--- src/rtl/sdith_verify_pkg.sv ---
// Shared constants, FSM state type and sizing helpers for the SDitH verifier leaf datapath.
package sdith_verify_pkg;

    localparam int unsigned D_HYPERCUBE = 8;
    localparam int unsigned NODE_W      = 9;
    localparam int unsigned LVL_W       = 4;

    typedef enum logic [1:0] {
        StIdle,
        StLoad,
        StFlush,
        StZero
    } spl_state_e;

    function automatic int unsigned lambda_of(input logic [15:0] param_set);
        if (param_set == "L3") return 192;
        if (param_set == "L5") return 256;
        return 128;
    endfunction

    function automatic int unsigned wps_of(input int unsigned seed_size);
        return seed_size / 32;
    endfunction

    function automatic int unsigned aw_of(input int unsigned wps);
        return $clog2(D_HYPERCUBE * wps);
    endfunction

endpackage

--- src/rtl/sibling_path_loader_if.sv ---
// Stream-in / path-RAM-out bundle of the sibling path loader; names are from the loader's view.
interface sibling_path_loader_if #(
    parameter int unsigned AW = 5
) ();

    logic          i_start;
    logic [7:0]    i_i_star;
    logic [31:0]   i_data;
    logic          i_data_valid;
    logic          i_clear;
    logic          o_data_ready;
    logic [31:0]   o_path_seed;
    logic [AW-1:0] o_path_addr;
    logic          o_path_wen;
    logic [8:0]    o_node_idx;
    logic [3:0]    o_node_level;
    logic          o_node_wen;
    logic          o_busy;
    logic          o_done;

    modport slave (
        input  i_start, i_i_star, i_data, i_data_valid, i_clear,
        output o_data_ready, o_path_seed, o_path_addr, o_path_wen,
               o_node_idx, o_node_level, o_node_wen, o_busy, o_done
    );

    modport master (
        output i_start, i_i_star, i_data, i_data_valid, i_clear,
        input  o_data_ready, o_path_seed, o_path_addr, o_path_wen,
               o_node_idx, o_node_level, o_node_wen, o_busy, o_done
    );

endinterface

--- src/rtl/sibling_node_index.sv ---
// Combinational heap index of the sibling node at tree level i_lvl on the path to leaf i_star.
module sibling_node_index
    import sdith_verify_pkg::*;
(
    input  logic [7:0]        i_i_star,
    input  logic [LVL_W-1:0]  i_lvl,
    output logic [NODE_W-1:0] o_node_idx
);

    logic [NODE_W-1:0] w_leaf;
    logic [LVL_W-1:0]  w_shift;

    // Leaves sit at heap index 256 + i_star; the ancestor at lvl is a right shift.
    assign w_leaf     = {1'b1, i_i_star};
    assign w_shift    = LVL_W'(D_HYPERCUBE) - i_lvl;
    assign o_node_idx = (w_leaf >> w_shift) ^ NODE_W'(1);

endmodule

--- src/rtl/sibling_path_loader.sv ---
// Loads the D_HYPERCUBE sibling-path seeds into the path RAM and publishes sibling heap indices.
// Optional zeroize of the path RAM is compiled in with SIBLING_PATH_ZEROIZE_EN.
module sibling_path_loader
    import sdith_verify_pkg::*;
#(
    parameter logic [15:0] PARAMETER_SET = "L1",
    parameter int unsigned SEED_SIZE     = lambda_of(PARAMETER_SET),
    parameter int unsigned WPS           = wps_of(SEED_SIZE),
    parameter int unsigned AW            = aw_of(WPS)
) (
    input logic                  i_clk,
    input logic                  i_rst,
    sibling_path_loader_if.slave bus
);

    localparam int unsigned NWORDS = D_HYPERCUBE * WPS;

    spl_state_e        r_state;
    logic [7:0]        r_i_star;
    logic [LVL_W-1:0]  r_lvl;
    logic [3:0]        r_w;
    logic [AW-1:0]     r_waddr;
    logic              r_ready;
    logic [31:0]       r_path_seed;
    logic [AW-1:0]     r_path_addr;
    logic              r_path_wen;
    logic [NODE_W-1:0] r_node_idx;
    logic [LVL_W-1:0]  r_node_level;
    logic              r_node_wen;
    logic              r_busy;
    logic              r_done;

    logic [NODE_W-1:0] w_node_idx;
    logic              w_hs;
    logic              w_last_word;
    logic              w_last_lvl;
    logic              w_start_take;
    logic              w_clear_take;

    // r_ready is only ever high in StLoad, so it doubles as the state qualifier.
    assign w_hs         = r_ready & bus.i_data_valid;
    assign w_last_word  = (r_w == 4'(WPS - 1));
    assign w_last_lvl   = (r_lvl == LVL_W'(D_HYPERCUBE));
    assign w_start_take = (r_state == StIdle) & bus.i_start;

`ifdef SIBLING_PATH_ZEROIZE_EN
    assign w_clear_take = (r_state == StIdle) & ~bus.i_start & bus.i_clear;
`else
    logic w_unused_clear;
    assign w_unused_clear = bus.i_clear;
    assign w_clear_take   = 1'b0;
`endif

    sibling_node_index u_node_index (
        .i_i_star   (r_i_star),
        .i_lvl      (r_lvl),
        .o_node_idx (w_node_idx)
    );

    always_ff @(posedge i_clk) begin
        if (i_rst) begin
            r_state      <= StIdle;
            r_i_star     <= '0;
            r_lvl        <= '0;
            r_w          <= '0;
            r_waddr      <= '0;
            r_ready      <= 1'b0;
            r_path_seed  <= '0;
            r_path_addr  <= '0;
            r_path_wen   <= 1'b0;
            r_node_idx   <= '0;
            r_node_level <= '0;
            r_node_wen   <= 1'b0;
            r_busy       <= 1'b0;
            r_done       <= 1'b0;
        end else begin
            r_path_wen <= 1'b0;
            r_node_wen <= 1'b0;
            r_done     <= 1'b0;
            // Stays high through the FLUSH/done cycle, drops once back in IDLE.
            r_busy     <= (r_state != StIdle) | w_start_take | w_clear_take;

            unique case (r_state)
                StIdle: begin
                    if (w_start_take) begin
                        r_i_star <= bus.i_i_star;
                        r_lvl    <= LVL_W'(1);
                        r_w      <= '0;
                        r_waddr  <= '0;
                        r_ready  <= 1'b1;
                        r_state  <= StLoad;
                    end else if (w_clear_take) begin
                        r_waddr  <= '0;
                        r_state  <= StZero;
                    end
                end

                StLoad: begin
                    if (w_hs) begin
                        r_path_wen  <= 1'b1;
                        r_path_seed <= bus.i_data;
                        r_path_addr <= r_waddr;
                        r_waddr     <= r_waddr + AW'(1);
                        if (r_w == 4'd0) begin
                            r_node_wen   <= 1'b1;
                            r_node_idx   <= w_node_idx;
                            r_node_level <= r_lvl;
                        end
                        if (w_last_word) begin
                            r_w   <= '0;
                            r_lvl <= r_lvl + LVL_W'(1);
                        end else begin
                            r_w   <= r_w + 4'd1;
                        end
                        if (w_last_word && w_last_lvl) begin
                            r_ready <= 1'b0;
                            r_state <= StFlush;
                        end
                    end
                end

                StFlush: begin
                    r_done  <= 1'b1;
                    r_state <= StIdle;
                end

                StZero: begin
`ifdef SIBLING_PATH_ZEROIZE_EN
                    r_path_wen  <= 1'b1;
                    r_path_seed <= '0;
                    r_path_addr <= r_waddr;
                    r_waddr     <= r_waddr + AW'(1);
                    if (r_waddr == AW'(NWORDS - 1)) begin
                        r_state <= StFlush;
                    end
`else
                    r_state <= StIdle;
`endif
                end

                default: r_state <= StIdle;
            endcase
        end
    end

    assign bus.o_data_ready = r_ready;
    assign bus.o_path_seed  = r_path_seed;
    assign bus.o_path_addr  = r_path_addr;
    assign bus.o_path_wen   = r_path_wen;
    assign bus.o_node_idx   = r_node_idx;
    assign bus.o_node_level = r_node_level;
    assign bus.o_node_wen   = r_node_wen;
    assign bus.o_busy       = r_busy;
    assign bus.o_done       = r_done;

endmodule

--- src/flat_wrapper.sv ---
// flat-port wrapper written by rule: the top's interface ports become plain ports
module sibling_path_loader_flat import sdith_verify_pkg::*;
#(
    parameter logic [15:0] PARAMETER_SET = "  ",
    parameter int unsigned SEED_SIZE     = lambda_of(PARAMETER_SET),
    parameter int unsigned WPS           = wps_of(SEED_SIZE),
    parameter int unsigned AW            = aw_of(WPS)
)
  (i_clk, i_rst, bus_i_start, bus_i_i_star, bus_i_data, bus_i_data_valid, bus_i_clear, bus_o_data_ready, bus_o_path_seed, bus_o_path_addr, bus_o_path_wen, bus_o_node_idx, bus_o_node_level, bus_o_node_wen, bus_o_busy, bus_o_done);
  sibling_path_loader_if #(.AW(AW)) bus_i ();
  input logic i_clk;
  input logic i_rst;
  input wire logic [$bits(bus_i.i_start)-1:0] bus_i_start;
  input wire logic [$bits(bus_i.i_i_star)-1:0] bus_i_i_star;
  input wire logic [$bits(bus_i.i_data)-1:0] bus_i_data;
  input wire logic [$bits(bus_i.i_data_valid)-1:0] bus_i_data_valid;
  input wire logic [$bits(bus_i.i_clear)-1:0] bus_i_clear;
  output wire logic [$bits(bus_i.o_data_ready)-1:0] bus_o_data_ready;
  output wire logic [$bits(bus_i.o_path_seed)-1:0] bus_o_path_seed;
  output wire logic [$bits(bus_i.o_path_addr)-1:0] bus_o_path_addr;
  output wire logic [$bits(bus_i.o_path_wen)-1:0] bus_o_path_wen;
  output wire logic [$bits(bus_i.o_node_idx)-1:0] bus_o_node_idx;
  output wire logic [$bits(bus_i.o_node_level)-1:0] bus_o_node_level;
  output wire logic [$bits(bus_i.o_node_wen)-1:0] bus_o_node_wen;
  output wire logic [$bits(bus_i.o_busy)-1:0] bus_o_busy;
  output wire logic [$bits(bus_i.o_done)-1:0] bus_o_done;
  assign bus_i.i_start = bus_i_start;
  assign bus_i.i_i_star = bus_i_i_star;
  assign bus_i.i_data = bus_i_data;
  assign bus_i.i_data_valid = bus_i_data_valid;
  assign bus_i.i_clear = bus_i_clear;
  assign bus_o_data_ready = bus_i.o_data_ready;
  assign bus_o_path_seed = bus_i.o_path_seed;
  assign bus_o_path_addr = bus_i.o_path_addr;
  assign bus_o_path_wen = bus_i.o_path_wen;
  assign bus_o_node_idx = bus_i.o_node_idx;
  assign bus_o_node_level = bus_i.o_node_level;
  assign bus_o_node_wen = bus_i.o_node_wen;
  assign bus_o_busy = bus_i.o_busy;
  assign bus_o_done = bus_i.o_done;
  sibling_path_loader #(.PARAMETER_SET(PARAMETER_SET), .SEED_SIZE(SEED_SIZE), .WPS(WPS), .AW(AW)) u_core (.i_clk(i_clk), .i_rst(i_rst), .bus(bus_i));
endmodule
--- config.mk ---
export PLATFORM = sky130hd
export DESIGN_NAME = sibling_path_loader_flat
export DESIGN_NICKNAME = d
export VERILOG_FILES = /design/src/rtl/sdith_verify_pkg.sv /design/src/rtl/sibling_path_loader_if.sv /design/src/rtl/sibling_node_index.sv /design/src/rtl/sibling_path_loader.sv /design/src/flat_wrapper.sv
export SDC_FILE = /design/constraint.sdc
export NUM_CORES = 1
export LEC_CHECK = 0
export ABC_AREA = 1
export ABC_CLOCK_PERIOD_IN_PS = 5700
export BUFFER_PORTS_ARGS = -buffer_cell sky130_fd_sc_hd__buf_2
export CAP_MARGIN = 20
export CORE_AREA = 2 2 61 107
export CTS_CLUSTER_SIZE = 16
export DETAILED_ROUTE_END_ITERATION = 6
export DIE_AREA = 0 0 63 109
export HOLD_SLACK_MARGIN = 0.06
export PLACE_DENSITY = 0.85
export SLEW_MARGIN = 20
export SYNTH_ARGS = -nofsm -noshare
export SYNTH_HDL_FRONTEND = slang
export SYNTH_SLANG_ARGS = --single-unit
--- constraint.sdc ---
create_clock -name i_clk -period 5.7 [get_ports i_clk]
set_input_delay 1.14 -clock i_clk [delete_from_list [all_inputs] [get_ports i_clk]]
set_output_delay 1.14 -clock i_clk [all_outputs]
set_load 0.01 [all_outputs]
Word-level counts from Yosys, hierarchy flattened

Index checks and enable logic that the tools add are counted.

Add/subtract/negate cells: 4
Equality and inequality tests: 9
Shifts and indexed selects: 1
Multiplexer cells: 22
Bitwise logic cells: 6
Reduce and logical (&&, ||, !) cells: 15

Operators with widths:

| operator                                                        | number |
|---|---|
| 4-bit 2-to-1 mux                                                | 6 |
| 4-bit one-hot mux with 2 select lines                           | 2 |
| 5-bit 2-to-1 mux                                                | 2 |
| 5-bit one-hot mux with 2 select lines                           | 1 |
| 3-bit AND reduction                                             | 3 |
| 9-bit by 4-bit >> shifter with 9-bit output                     | 1 |
| 4-bit by 1-bit adder with 4-bit output, second input constant   | 2 |
| 2-bit by 1-bit != test with 1-bit output, second input constant | 4 |
| 4-bit AND reduction                                             | 2 |
| 1-bit 2-to-1 mux                                                | 6 |
| 2-bit 2-to-1 mux                                                | 3 |
| 2-bit one-hot mux with 3 select lines                           | 1 |
| 5-bit by 1-bit adder with 5-bit output, second input constant   | 1 |
| 2-bit == test, second input constant                            | 2 |
| 4-bit by 2-bit == test with 1-bit output, second input constant | 1 |
| 4-bit == test, second input constant                            | 1 |
| 4-bit zero test                                                 | 1 |
| 2-bit AND reduction                                             | 2 |
| 2-bit nonzero test                                              | 2 |
| 2-bit OR reduction                                              | 2 |
| 4-bit subtractor, first input constant                          | 1 |
| 1-bit inverter                                                  | 3 |
| 3-bit OR reduction                                              | 1 |
| 1-bit AND                                                       | 2 |
| 5 further kinds                                                 | 5 |

Register bits: 78
Bits of input ports: 45
Output and inout bits: 55
Logic and storage cells: 71

Longest topological paths before layout

Gate-level depths: netlist of the first run.

Word-level depth: 5
Depth in mapped cells: 11
Depth with buffers taken out: 9

Hierarchy

Synthesis of the first run repeated with hierarchy kept, for this count alone.

Cells, all modules: 458
Area, all modules: 3337.0 sq um

Modules (own cells, without submodules):

| module              | instances | cells each | area each (sq um) | seq. area each (sq um) |
|---|---|---|---|---|
| sibling_path_loader | 1         | 383        | 2955.3            | 1561.5 |
| sibling_node_index  | 1         | 75         | 381.6             | 0.0 |

Worst setup path after synthesis of the first run

OpenSTA, ideal clock, no wires.

Kind: input to register
From: in bus_i_data_valid
To: reg u_core.r_waddr[3]
Setup time: 0.120 ns
Arrival time: 1.929 ns
Required time: 5.580 ns
Path slack: 3.651 ns
Stages on the path: 9
Buffers on the path: 1
Path through: nand2_1 inv_1 nand2_2 nand2_1 buf_4 inv_2 nor2_2 o21ai_1 a21oi_1

Word-level cells in the longest chain between the ends: 3

RTL lines:

| element                                            | line                       | source |
|---|---|---|
| start: declaration                                 | flat_wrapper.sv:16         | `input wire logic [$bits(bus_i.i_data_valid)-1:0] bus_i_data_valid;` |
| 1-bit AND                                          | sibling_path_loader.sv:41  | `assign w_hs = r_ready & bus.i_data_valid;` |
| 2-bit by 1-bit != test with 1-bit output (no line) | -                          |  |
| 3-bit AND reduction (no line)                      | -                          |  |
| end signal: assignment                             | sibling_path_loader.sv:103 | `r_waddr <= r_waddr + AW'(1);` |
| end: declaration                                   | sibling_path_loader.sv:22  | `logic [AW-1:0] r_waddr;` |

Every way passes these cells.
A chain may end at the register's enable or synchronous reset.

Final worst setup path of the first run

From: in bus_i_data_valid
To: reg u_core.r_w[2]

Word-level cells in the longest chain between the ends: 3

RTL lines:

| element                                            | line                       | source |
|---|---|---|
| 1-bit AND                                          | sibling_path_loader.sv:41  |  |
| 2-bit by 1-bit != test with 1-bit output (no line) | -                          |  |
| 3-bit AND reduction (no line)                      | -                          |  |
| end signal: assignment                             | sibling_path_loader.sv:113 | `r_w <= r_w + 4'd1;` |
| end: declaration                                   | sibling_path_loader.sv:21  | `logic [3:0] r_w;` |

Every way passes these cells.

==> results of run 1 <==
==> cell families (layout without fill, tap and decap cells) <==
group	after synthesis	in the layout	share of synthesized area, %
compound gates	84	84	13.5
fa+ha+maj	6	6	2.38
xor+xnor	1	1	0.277
flops	78	78	49.4
simple gates	218	218	29.0
buf+inv	42	136	5.39
==> flip-flops by register name (all words and copies together), names as in the netlist <==
register and flops:
u_core.bus.o_path_seed 32, u_core.r_lvl 4, u_core.bus.o_busy 1, u_core.bus.o_data_ready 1, u_core.bus.o_path_wen 1, u_core.bus.o_path_addr 5, u_core.r_state 2, u_core.r_waddr 5
u_core.r_w 4, u_core.r_i_star 8, u_core.bus.o_node_wen 1, u_core.bus.o_done 1, u_core.bus.o_node_level 4, u_core.bus.o_node_idx 9
==> synth_stat cells, types with 2 or more instances <==
library cell,count
nand4_1,2
nor2_1,108
clkbuf_1,12
o21ai_0,53
ha_1,6
nand3_1,32
dfxtp_1,78
nor3_1,9
buf_2,7
inv_2,6
nand2_1,58
nor2_2,2
o21ai_1,3
a21oi_1,26
inv_1,15
nor2_4,4
==> power by group <==
| group | switching [mW] | internal (mW) | total (mW) | leakage, nW |
|---|---|---|---|---|
| registers | 0.0130 | 0.564 | 0.577 | 0.634 |
| clock network | 0.190 | 0.224 | 0.415 | 0.106 |
| logic | 0.0941 | 0.0532 | 0.147 | 1.15 |
| total | 0.298 | 0.842 | 1.14 | 1.89 |
==> worst paths after layout <==
path                              end  slack [ns]  depth (start not counted)
max reg2reg  u_core.bus.o_node_idx[4]        3.35                          7
min reg2reg  u_core.bus.o_node_idx[8]        0.47                          2
min          u_core.bus.o_node_idx[8]        0.47                          2
max                     u_core.r_w[2]        2.90                          8
==> layer usage <==
metal | global-route usage, % | vias to the layer above | share of wire [%]
met3 | 7.02 | 17 | 6.9
met2 | 44.6 | 95 | 54
met4 | 11.6 | 0 | 2.6
met5 | 0 | - | 0
met1 | 21.1 | 1410 | 36
li1 | - | 1568 | -
==> cell type report <==
cell class / instances / area, um^2 / area share [%]
timing repair buffer: 98 / 490 / 12.7
clock buffer: 12 / 155 / 4.02
sequential: 78 / 1560 / 40.4
tap: 80 / 100 / 2.59
clock inverter: 4 / 45.0 / 1.17
multi-input combinational: 309 / 1430 / 36.9
inverter: 22 / 82.6 / 2.14
==> worst register-to-register path, delay by kind of cell, from the launching register on <==
kind,cells,cell delay (ns)
fa+ha+maj,2,0.75
simple gates,2,0.37
compound gates,1,0.06
flops,1,0.56
buf+inv,2,0.48
==> layout by cell type (no fill, tap or decap) <==
cell type,n
nor2_1,108
bufinv_16,1
nand2_2,1
o211ai_1,1
ha_1,6
xor2_1,1
clkbuf_8,11
buf_2,98
nand3_1,32
o21ai_1,3
clkinv_2,3
clkinv_1,1
a211oi_1,1
a21oi_1,26
o21ai_0,53
and3_1,1
nor2_2,2
nor2_4,4
nand2_1,58
inv_2,7
clkbuf_1,1
dfxtp_1,78
or2_2,1
nor3_1,9
inv_1,14
nand4_1,2
==> metrics by stage <==
| stage | cell area, um^2 | worst slack [ns] | std cells |
|---|---|---|---|
| finish | 3860 | 2.90 | 603 |
| detailed placement | 3660 | 2.52 | 587 |
| global placement | 3660 | 2.55 | 587 |
| global route | 3860 | 2.71 | 603 |
| CTS | 3860 | 2.90 | 603 |
| floorplan | 3160 | 3.65 | 429 |
==> metrics, run 1 <==
crit start category=primary input; total chip power=1.14 mW; crit path cell chain=buf_2 -> nand2_1 -> inv_1 -> nand2_2 -> nand2_1 -> nand2_1 -> nand2_1 -> nor3_1; largest net degree at the start of global routing=52; ys async rst share=0%; Die Wd=63 um; CP required=5.97 ns; Ant. Diodes=0; leading area contributor after synthesis=dfxtp_1; H-tree levels=3; Die H=109 um; Avg Synthesized Cell Area=7.36 um^2; outcome=finished, final reports clean; hold_sp=u_core.bus.o_node_idx[8]; Clock Tree Buf Depth=2; Total Wirelength=7360 um; post-synthesis cell type count=24; final setup fails=0; Setup crit end kind=flip-flop; port bufs=98; via count=3090; final design utilization=63.9%; synthesis-stage register bit count=78; global-route wire length before repair=12600 um; DRC Markers=0; CTS tree=yes; number of CTS-inserted buffers=9; drt first pass iters=4; # resized after CTS=0; Post-Syn Area=3160 um^2; setup TNS=0 ns; initial antenna violation count=0; hpwl dp=5310 um; die area=6870 um^2; Starting Density=52.3%; Area contributors post-synth=dfxtp_1, nor2_1, o21ai_0; clk_lat worst skew=0.35 ns; CP Class=primary input to flip-flop; Worst-Margin Slew=0.793 ns; post-CTS setup buffers=0; vias per cell=5.12; max incr delay on CP=0.58 ns; synthesized instance count=429; number of hold buffers added after cts=0; Max Cap Violations=0; CP dominant cell by count=nand2_1; Final Hold Fails=0; Iteration-0 DRC Markers=109; share of the yosys chip area belonging to registers=49.4%; post-synthesis net count=480; Bufs and invs on worst path=2; Clock Skews=0.00961 ns; Reg clk slew, reported paths=0.08 ns; GP Congestion=0.939; unrepaired setup endpoints after global routing=false; fmax=0.357 GHz; P&R area growth vs syn=22.3%; crit path launch=bus_i_data_valid; layout cells sized above 1=24.5%; Max IR drop VDD=0.000201 V; hold slack=0.467 ns; Fillers=570; period utilisation layout=49.2%; Hold Crit Class=flip-flop to flip-flop; CP arrival=3.07 ns; remaining antenna violation count=0; I/O pins=100; Tmin final=2.80 ns; vias in the first global route=3088; Ys Warns=0; All-Layer GR Usage=23.0%; DR WL/cell=12.2 um; worst relative slew slack=47.0%; PD cells=295 nW/um^2; Post-synth EDFFs=0; Cell Rows=38; max-slew violations=0; ys flop type=dfxtp_1; Clock Sinks=78; Congestion Overflow GR=0; core area=6040 um^2; reg-to-reg startpoint=u_core.r_lvl[0]; CP max-delay cell=nand2_2; crit-path leading delay family=simple AND/OR/NAND/NOR gates; crit path max fanout=41; Leak=1.89 nW; share of Yosys cell area claimed by the top area cell type=49.4%; root buf cell=clkbuf_8; Nets=569
Note: power is estimated with default switching activity, not from simulation.
==> run 2: changes to the inputs <==
Settings changed: ABC_AREA 1 to 0, ABC_CLOCK_PERIOD_IN_PS 5700 to 2900, CORE_AREA 2 2 61 107 to 2 2 64 111, DIE_AREA 0 0 63 109 to 0 0 66 113, PLACE_DENSITY 0.85 to 0.8.
Clock period 5.7 ns to 2.9 ns, I/O delays scaled along.
==> run 2 against run 1 <==
Hold slack worse by 0.017 ns. Register-to-register slack worse by 2.7 ns. Core utilization fell by 2.2 points. Count of clock-buffer cells in the layout rose by 2. Non-clock buffer count increased by 6. Total power grew 110%. Synthesized area is 2.7% higher. Clock power grew to 2.6 times the previous value. Clock skew fell by 0.0045 ns. Via count down 4.6%. Flip-flop and latch count unchanged. First-iteration DRC count up 7.3%. Critical endpoint is now u_core.bus.o_node_idx[0]. Largest power group unchanged.
==> metrics, run 2 <==
outcome=finished, final reports clean (unchanged); leading area contributor after synthesis=dfxtp_1 (unchanged); commonest non-fill, non-tap cell in the layout=nand2_1 (was nor2_1); P&R area growth vs syn=24.5% (was 22.3%); ys flop type=dfxtp_1 (unchanged); initial antenna violation count=0 (unchanged); H-tree levels=3 (unchanged); Fillers=604 (was 570); final setup fails=0 (unchanged); Clock Skews=0.00510 ns (was 0.00961 ns); setup TNS=0 ns (unchanged); Ys Warns=0 (unchanged); Bufs and invs on worst path=1 (was 2); count leader, synth=nand2_1 (was nor2_1); Die Wd=66 um (was 63 um); crit start category=flip-flop (was primary input); post-CTS setup buffers=0 (unchanged); drt first pass iters=4 (unchanged); hold path cells=2 (unchanged); # resized after CTS=0 (unchanged); hpwl dp=5490 um (was 5310 um); max FFs per register=32 (unchanged); Comb power frac=9.1% (was 12.9%); max incr delay on CP=0.54 ns (was 0.58 ns); CP Class=flip-flop to flip-flop (was primary input to flip-flop); CP required=3.10 ns (was 5.97 ns); total chip power=2.41 mW (was 1.14 mW); Final Hold Fails=0 (unchanged); reg2reg end=u_core.bus.o_node_idx[0] (was u_core.bus.o_node_idx[4]); Synth top cells by count=nand2_1, dfxtp_1, a21oi_1 (was nor2_1, dfxtp_1, nand2_1); crit path cell chain=inv_1 -> ha_1 -> ha_1 -> mux2i_1 -> and2_1 -> o311ai_0 -> a211oi_1 (was buf_2 -> nand2_1 -> inv_1 -> nand2_2 -> nand2_1 -> nand2_1 -> nand2_1 -> nor3_1); worst relative slew slack=54.1% (was 47.0%); share of Yosys cell area claimed by the top area cell type=48.1% (was 49.4%); remaining antenna violation count=0 (unchanged); Internal=1.87 mW (was 842 uW); Clock Sinks=78 (unchanged); clk_lat worst skew=0.33 ns (was 0.35 ns); share of the yosys chip area belonging to registers=48.1% (was 49.4%); Max Cap Violations=0 (unchanged); global-route wire length before repair=12300 um (was 12600 um); r2r worst-path depth=7 (unchanged); Avg Synthesized Cell Area=8.34 um^2 (was 7.36 um^2); Setup crit end kind=flip-flop (unchanged); Storage cell area=1560 um^2 (unchanged); root buf cell=clkbuf_16 (was clkbuf_8); Net Sw Frac=22.2% (was 26.1%); CTS tree=yes (unchanged); CP max-delay cell=ha_1 (was nand2_2); synthesized instance count=389 (was 429); crit path max fanout=12 (was 41); number of hold buffers added after cts=0 (unchanged); Leak=1.70 nW (was 1.89 nW); core area=6540 um^2 (was 6040 um^2); Tmin final=2.29 ns; DR WL/cell=13.5 um (was 12.2 um); max-slew violations=0 (unchanged); GP Congestion=0.875 (was 0.939); final non-filler cell total=563 (was 603); number of CTS-inserted buffers=9 (unchanged); via count=2949 (was 3090); CP endpoint=u_core.bus.o_node_idx[0] (was u_core.r_w[2]); Iteration-0 DRC Markers=117 (was 109); Die H=113 um (was 109 um); Ant. Diodes=0 (unchanged); Hold Crit Class=flip-flop to flip-flop (unchanged); Max IR drop VDD=0.000344 V (was 0.000201 V); largest net degree at the start of global routing=46 (was 52); most frequent cells in the layout=nand2_1, buf_2, dfxtp_1, a21oi_1, nor2_1 (was nor2_1, buf_2, dfxtp_1, nand2_1, o21ai_0); All-Layer GR Usage=21.3% (was 23.0%); reg-to-reg startpoint=u_core.r_lvl[1] (was u_core.r_lvl[0]); Post-Syn Area=3240 um^2 (was 3160 um^2); ys async rst share=0% (unchanged); Congestion Overflow GR=0 (unchanged); CP arrival=2.48 ns (was 3.07 ns); Post-synth EDFFs=0 (unchanged); fmax=0.438 GHz; crit path launch=u_core.r_lvl[1] (was bus_i_data_valid); post-synthesis net count=440 (was 480); port bufs=98 (unchanged); vias per cell=5.24 (was 5.12); DRC Markers=0 (unchanged); Sw Pwr=534 uW (was 298 uW); multi-input logic area=1530 um^2 (was 1430 um^2); share of power burned in the clock network=44.5% (was 36.4%); post-synthesis cell type count=47 (was 24); unrepaired setup endpoints after global routing=false (unchanged); die area=7460 um^2 (was 6870 um^2); layout cells sized above 1=25.8% (was 24.5%); critical path depth=7 (was 8); crit-path leading delay family=adder cells (was simple AND/OR/NAND/NOR gates); synthesis-stage register bit count=78 (unchanged); Starting Density=49.6% (was 52.3%); Nets=528 (was 569); PD cells=596 nW/um^2 (was 295 nW/um^2); Area contributors post-synth=dfxtp_1, nand2_1, a21oi_1 (was dfxtp_1, nor2_1, o21ai_0); Reg power frac=46.4% (was 50.7%); Worst-Margin Slew=0.683 ns (was 0.793 ns); Worst R2R Setup Slack=0.61 ns (was 3.35 ns); I/O pins=100 (unchanged); CP dominant cell by count=ha_1 (was nand2_1); vias in the first global route=2846 (was 3088); placed insts=548 (was 587); period utilisation layout=78.8%; Cell Rows=39 (was 38); Total Wirelength=7620 um (was 7360 um); Clock Tree Buf Depth=2 (unchanged); Reg clk slew, reported paths=0.06 ns (was 0.08 ns)
[run 2: cell types whose count changed after synthesis, sizes merged, moves of 5 or more]
cell,change
inv,-15
nand2,+51
mux2i,+5
nor2,-93
a21oi,+34
nand3,-25
o21ai,-48
nor3b,+6
[run 2: how the worst min path moves through the flow]
stage                                            end                        from  slack [ns]
after global placement    u_core.bus.o_path_seed[23]  u_core.bus.o_path_seed[23]        0.44
final                             u_core.r_i_star[0]          u_core.r_i_star[0]        0.45
after floorplan                   u_core.r_i_star[0]          u_core.r_i_star[0]        0.43
after global routing      u_core.bus.o_node_level[2]  u_core.bus.o_node_level[2]        0.47
after CTS                  u_core.bus.o_path_seed[0]   u_core.bus.o_path_seed[0]        0.45
after detailed placement   u_core.bus.o_path_seed[0]   u_core.bus.o_path_seed[0]        0.44
[run 2: layout make-up]
type	instances	share of cell area (%)
sequential	78	38.7
clock inverter	1	0.744
multi-input combinational	278	37.9
inverter	6	0.558
clock buffer	14	6.29
tap	82	2.54
timing repair buffer	104	13.3
[run 2: power groups by stage]
| stage | Sequential [mW] | Clock (mW) | Combinational (mW) |
|---|---|---|---|
| after floorplan | 1.14 | 0 | 0.146 |
| after global placement | 1.14 | 0 | 0.214 |
| after detailed placement | 1.14 | 0 | 0.219 |
| after CTS | 1.11 | 1.10 | 0.220 |
| after global routing | 1.12 | 1.14 | 0.244 |
| final | 1.12 | 1.07 | 0.220 |
[run 2: logic make-up (layout without fill, tap and decap cells)]
logic type	count (synthesis)	count (layout)	share of synthesized area (%)
simple gates	171	171	24.2
flops	78	78	48.1
fa+ha+maj	6	6	2.31
mux	7	7	2.93
buf+inv	33	125	4.63
xor+xnor	9	9	2.43
compound gates	85	85	15.4
[run 2: tightest hold or removal path, delay by kind of cell (launching register included)]
family / cells / cell delay, ns
flops: 1 / 0.30
simple gates: 1 / 0.05
compound gates: 1 / 0.05
[run 2: metal layers]
layer	vias to the layer above	global-route usage, %	wire, um
met4	0	11.3	231
li1	1490	-	-
met3	21	4.97	417
met5	-	0	0
met1	1347	19.8	2740
met2	91	40.8	4230
[run 2: per-stage QoR]
step	utilization, %	area (um^2)	hold slack, ns	setup slack [ns]
5_1_grt	61.7	4040	0.471	0.352
4_1_cts	61.7	4040	0.451	0.602
2_1_floorplan	-	3240	0.432	0.698
3_3_place_gp	57.4	3750	0.439	0.721
3_5_place_dp	57.4	3750	0.444	0.644
6_report	61.7	4040	0.450	0.615
